==> config.mk <==
export PLATFORM = sky130hd
export DESIGN_NAME = uart_tx_ctrl_flat
export DESIGN_NICKNAME = d
export VERILOG_FILES = /design/src/rtl/uart_tx_ctrl_if.sv /design/src/rtl/uart_tx_ctrl.sv /design/src/flat_wrapper.sv
export SDC_FILE = /design/constraint.sdc
export NUM_CORES = 1
export LEC_CHECK = 0
export ABC_CLOCK_PERIOD_IN_PS = 3300
export CAP_MARGIN = 20
export CELL_PAD_IN_SITES_DETAIL_PLACEMENT = 0
export CELL_PAD_IN_SITES_GLOBAL_PLACEMENT = 1
export CORE_MARGIN = 2
export CORE_UTILIZATION = 47
export CTS_BUF_LIST = sky130_fd_sc_hd__clkbuf_8
export DETAILED_ROUTE_END_ITERATION = 12
export PLACE_DENSITY_LB_ADDON = 0.08
export SLEW_MARGIN = 30
export SYNTH_ARGS = -nofsm -noshare
export SYNTH_HDL_FRONTEND = slang
export SYNTH_SLANG_ARGS = --single-unit
==> constraint.sdc <==
create_clock -name clk -period 3.3 [get_ports clk]
set_input_delay 0.99 -clock clk [delete_from_list [all_inputs] [get_ports clk]]
set_output_delay 0.99 -clock clk [all_outputs]
set_load 0.03 [all_outputs]
==> src/rtl/uart_tx_ctrl_if.sv <==
// Byte-source / serial-line bundle for uart_tx_ctrl.
// The master is the byte source side; the slave is the controller itself.
interface uart_tx_ctrl_if #(
    parameter int DATA_BITS = 8
);
    logic [DATA_BITS-1:0] data_in;
    logic                 valid;
    logic                 ready;
    logic                 tx;
    logic                 busy;
    logic                 done;
    logic                 baud_tick;

    modport master (
        output data_in, valid,
        input  ready, tx, busy, done, baud_tick
    );

    modport slave (
        input  data_in, valid,
        output ready, tx, busy, done, baud_tick
    );
endinterface

==> src/rtl/uart_tx_ctrl.sv <==
// UART transmit controller: one frame (start, data LSB first, optional parity, stop)
// per accepted byte, with bit timing from an internal enable-style baud counter.
module uart_tx_ctrl #(
    parameter int CLKS_PER_BIT = 650,
    parameter int DATA_BITS    = 8,
    parameter int PARITY       = 0
) (
    input  logic          clk,
    input  logic          rst,
    uart_tx_ctrl_if.slave bus
);
    localparam int BAUD_W = (CLKS_PER_BIT > 1) ? $clog2(CLKS_PER_BIT) : 1;
    localparam int BIT_W  = $clog2(DATA_BITS + 1);
    localparam logic [BAUD_W-1:0] BAUD_LAST = BAUD_W'(CLKS_PER_BIT - 1);
    localparam logic [BIT_W-1:0]  BIT_LAST  = BIT_W'(DATA_BITS - 1);

    typedef enum logic [2:0] {
        S_IDLE,
        S_START,
        S_DATA,
        S_PARITY,
        S_STOP
    } state_t;

    state_t               state;
    logic [BAUD_W-1:0]    baud_cnt;
    logic [BIT_W-1:0]     bit_cnt;
    logic [DATA_BITS-1:0] shift;
    logic                 par_bit;
    logic                 tx_r;
    logic                 ready_r;
    logic                 busy_r;
    logic                 done_r;
    logic                 tick;

    function automatic logic parity_of(input logic [DATA_BITS-1:0] d);
        return (PARITY == 2) ? ~(^d) : (^d);
    endfunction

    // Tick is decoded from registered state only, so it is never high in IDLE.
    assign tick = (state != S_IDLE) && (baud_cnt == BAUD_LAST);

    assign bus.tx        = tx_r;
    assign bus.ready     = ready_r;
    assign bus.busy      = busy_r;
    assign bus.done      = done_r;
    assign bus.baud_tick = tick;

    always_ff @(posedge clk) begin
        if (rst) begin
            state    <= S_IDLE;
            baud_cnt <= '0;
            bit_cnt  <= '0;
            shift    <= '0;
            par_bit  <= 1'b0;
            tx_r     <= 1'b1;
            ready_r  <= 1'b1;
            busy_r   <= 1'b0;
            done_r   <= 1'b0;
        end else begin
            done_r <= 1'b0;
            if (state != S_IDLE) begin
                baud_cnt <= tick ? '0 : baud_cnt + 1'b1;
            end
            case (state)
                S_IDLE: begin
                    // Parity is taken from the byte as accepted, before any shifting.
                    if (bus.valid) begin
                        shift    <= bus.data_in;
                        par_bit  <= parity_of(bus.data_in);
                        bit_cnt  <= '0;
                        baud_cnt <= '0;
                        tx_r     <= 1'b0;
                        ready_r  <= 1'b0;
                        busy_r   <= 1'b1;
                        state    <= S_START;
                    end
                end
                S_START: begin
                    if (tick) begin
                        tx_r  <= shift[0];
                        state <= S_DATA;
                    end
                end
                S_DATA: begin
                    if (tick) begin
                        shift   <= shift >> 1;
                        bit_cnt <= bit_cnt + 1'b1;
                        if (bit_cnt == BIT_LAST) begin
                            if (PARITY != 0) begin
                                tx_r  <= par_bit;
                                state <= S_PARITY;
                            end else begin
                                tx_r  <= 1'b1;
                                state <= S_STOP;
                            end
                        end else begin
                            tx_r <= shift[1];
                        end
                    end
                end
                S_PARITY: begin
                    if (tick) begin
                        tx_r  <= 1'b1;
                        state <= S_STOP;
                    end
                end
                S_STOP: begin
                    if (tick) begin
                        ready_r <= 1'b1;
                        busy_r  <= 1'b0;
                        done_r  <= 1'b1;
                        state   <= S_IDLE;
                    end
                end
                default: state <= S_IDLE;
            endcase
        end
    end
endmodule

==> src/flat_wrapper.sv <==
// flat-port wrapper written by rule: the top's interface ports become plain ports
module uart_tx_ctrl_flat 
#(
    parameter int CLKS_PER_BIT = 650,
    parameter int DATA_BITS    = 8,
    parameter int PARITY       = 0
)
  (clk, rst, bus_data_in, bus_valid, bus_ready, bus_tx, bus_busy, bus_done, bus_baud_tick);
  uart_tx_ctrl_if #(.DATA_BITS(DATA_BITS)) bus_i ();
  input  logic clk;
  input  logic rst;
  input wire logic [$bits(bus_i.data_in)-1:0] bus_data_in;
  input wire logic [$bits(bus_i.valid)-1:0] bus_valid;
  output wire logic [$bits(bus_i.ready)-1:0] bus_ready;
  output wire logic [$bits(bus_i.tx)-1:0] bus_tx;
  output wire logic [$bits(bus_i.busy)-1:0] bus_busy;
  output wire logic [$bits(bus_i.done)-1:0] bus_done;
  output wire logic [$bits(bus_i.baud_tick)-1:0] bus_baud_tick;
  assign bus_i.data_in = bus_data_in;
  assign bus_i.valid = bus_valid;
  assign bus_ready = bus_i.ready;
  assign bus_tx = bus_i.tx;
  assign bus_busy = bus_i.busy;
  assign bus_done = bus_i.done;
  assign bus_baud_tick = bus_i.baud_tick;
  uart_tx_ctrl #(.CLKS_PER_BIT(CLKS_PER_BIT), .DATA_BITS(DATA_BITS), .PARITY(PARITY)) u_core (.clk(clk), .rst(rst), .bus(bus_i));
endmodule
==> flow_summary.json <==
{
  "cp_data_required_time_ns": 2.31,
  "criticalPathCategory": "reg -> out",
  "gp_congestion": 0.767,
  "start_kind": "flop",
  "num_rows": 19,
  "drt_first_pass_iters": 4,
  "hp-class": "reg -> reg",
  "dpl.hpwl_mm": 1.92,
  "finClkSkew_ns": 0.00509,
  "grt_util_met1_pct": 22.4,
  "status": "complete, no violations",
  "cts-buffers-inserted": 5,
  "regToRegSetupSlack_ns": 1.19,
  "synth_seq_cells": 29,
  "cts_resized": 0,
  "grt.met3_usage_pct": 5.58,
  "fin_crit_sh_pct": 95.2,
  "cts.path.max_buffers": 2,
  "syn_area_mm2": 0.00138,
  "clk_pin_slew_ns": 0.06,
  "vias": 1155,
  "max_freq_mhz": 318,
  "wire_per_inst_um": 13.9,
  "via_per_inst": 5.75,
  "dieArea_mm2": 0.00339,
  "core_mm2": 0.00278,
  "cts_setup_buffers": 0,
  "start_util_pct": 49.6,
  "die_h_um": 58.2,
  "grt_util_all_layers_pct": 18.7,
  "final.setup.tns_ns": 0,
  "remaining_drc_errors": 0,
  "drt_iter0_drc": 31,
  "cp_slowest_cell": "clkdlybuf4s50_1",
  "setup_viol_count_final": 0,
  "drive_above_1_share_pct": 11.8,
  "die_x_um": 58.2,
  "cp.depth": 5,
  "use_met2_pct": 31.0,
  "cp_top_family": "buffers and inverters",
  "yosys.area.top_type_share_pct": 42.1,
  "yosys_warnings": 0,
  "syn_avg_cell_area_um2": 8.85,
  "grt-ovfl-total": 0,
  "power_density_mw_per_mm2": 456,
  "crit_start": "u_core.baud_cnt[0]",
  "drv_slew": 0,
  "hold_violations": 0,
  "io_buffers": 15,
  "routed_wl_mm": 2.79,
  "cp_max_fo": 7,
  "cts_hold_buf": 0,
  "ys_async_sr_fraction_pct": 0,
  "cap_violations": 0,
  "synth_top_cell_by_area": "dfxtp_1",
  "synthesis.nets": 170,
  "h-tree-depth": 2,
  "antenna_found_initial": 0,
  "r2r_cells": 4,
  "r2r_start": "u_core.state[1]",
  "maxSlewHeadroom_pct": 50.1,
  "r2r-end": "u_core.shift[0]",
  "cpPeakStageDelay_ns": 0.69,
  "synth_edf_count": 0,
  "clk_latency_ns": 0.27,
  "crit_end": "bus_baud_tick",
  "cts.sinks": 29,
  "worstMarginPinSlew_ns": 0.746,
  "p_leak_nw": 0.596,
  "rsz0062_at_grt": "false",
  "busiest_layer": "met2",
  "synthDistinctLibCells": 41,
  "path_buf_inv": 2,
  "grt_pass1_vias": 1118,
  "ys_seq_area_share_pct": 42.1,
  "crit_chain": "ha_1 > and4bb_2 > nand4b_4 > inv_2 > clkdlybuf4s50_1",
  "setup_slack_ns": 0.158,
  "ant_nets": 0,
  "ioPinCount": 16,
  "crit_path_end_kind": "primary output",
  "area_growth_pct": 16.6,
  "final_core_util_pct": 57.8,
  "dp_slack_ns": 0.367,
  "ys.flop_type": "dfxtp_1",
  "antenna_cells": 0,
  "nets": 184,
  "grt_pass1_wl_mm": 4.85,
  "grt_max_degree": 22,
  "layout_common_cells": "nor2_1, dfxtp_1, clkdlybuf4s50_1",
  "cp.arrival_ns": 2.15,
  "min_period_ns": 3.14,
  "peakVddDrop_v": 0.000411,
  "cts_tree": "built",
  "cts_root_buffer": "clkbuf_8",
  "synth_area_leaders": "dfxtp_1, nor2_1, o221a_2",
  "syn_inst": 156
}
[logic make-up after synthesis]
group | after synthesis | synth area share (%)
AOI/OAI and AO/OA | 27 | 14.4
xor gates and xnor gates | 8 | 5.08
adders and majority gates | 3 | 2.72
buffers and inverters | 13 | 4.71
DFF | 29 | 42.1
and+or+nand+nor | 76 | 31.0
[worst min-delay path: cells and delay by family (launching register included)]
kind,cells,cell delay (ns)
DFF,1,0.31
AOI/OAI and AO/OA,2,0.13
[power by group]
group	leakage (nW)	switching, mW	internal [mW]
clock	0.0485	0.123	0.162
combinational	0.311	0.0377	0.0363
sequential	0.237	0.0110	0.364
total	0.596	0.172	0.562
[metal layers]
layer / up-vias / wire, µm
met5: - / 0
met4: 0 / 16
met3: 2 / 101
met2: 21 / 1310
met1: 549 / 1360
li1: 583 / -
[metrics by stage]
step	area, µm²	instances	hold slack [ns]	power (mW)
floorplan	1380	156	0.452	0.432
global placement	1520	194	0.469	0.455
detailed placement	1520	194	0.477	0.457
CTS	1610	201	0.486	0.738
global route	1610	201	0.524	0.762
finish	1610	201	0.484	0.734
[how the worst min path moves through the flow]
stage               cells past startpoint  slack, ns                end              start
finish                                  2       0.48  u_core.bit_cnt[3]  u_core.bit_cnt[3]
floorplan                               2       0.45  u_core.bit_cnt[3]  u_core.bit_cnt[3]
global route                            2       0.52  u_core.bit_cnt[3]  u_core.bit_cnt[3]
global placement                        2       0.47  u_core.bit_cnt[3]  u_core.bit_cnt[3]
CTS                                     2       0.49  u_core.bit_cnt[3]  u_core.bit_cnt[3]
detailed placement                      2       0.48  u_core.bit_cnt[3]  u_core.bit_cnt[3]
[synth_stat cells (all sizes together) (2+ instances only)]
| master | number |
|---|---|
| nor2 | 29 |
| nor4b | 2 |
| and4bb | 2 |
| nand3 | 5 |
| nand4 | 2 |
| or3 | 6 |
| xnor2 | 6 |
| xor2 | 2 |
| nor4 | 2 |
| inv | 5 |
| nand2 | 11 |
| nand4b | 4 |
| ha | 3 |
| clkbuf | 2 |
| dfxtp | 29 |
| a21oi | 10 |
| nand3b | 3 |
| o21ai | 2 |
| o221a | 7 |
| buf | 6 |
| nor3 | 4 |
[registers in the layout (all words and copies together), names as in the netlist]
register,cells
u_core.baud_cnt,10
u_core.bus.busy,1
u_core.shift,8
u_core.bus.done,1
u_core.bit_cnt,4
u_core.bus.ready,1
u_core.state,3
u_core.bus.tx,1
[layout make-up]
class	count	area, µm²
Fill cell	255	1170
Multi-Input combinational cell	114	734
Sequential cell	29	581
Timing Repair Buffer	15	150
Clock buffer	6	82.6
Tap cell	31	38.8
Inverter	5	18.8
Clock inverter	1	3.75
Power figures use the tool's default switching activity.
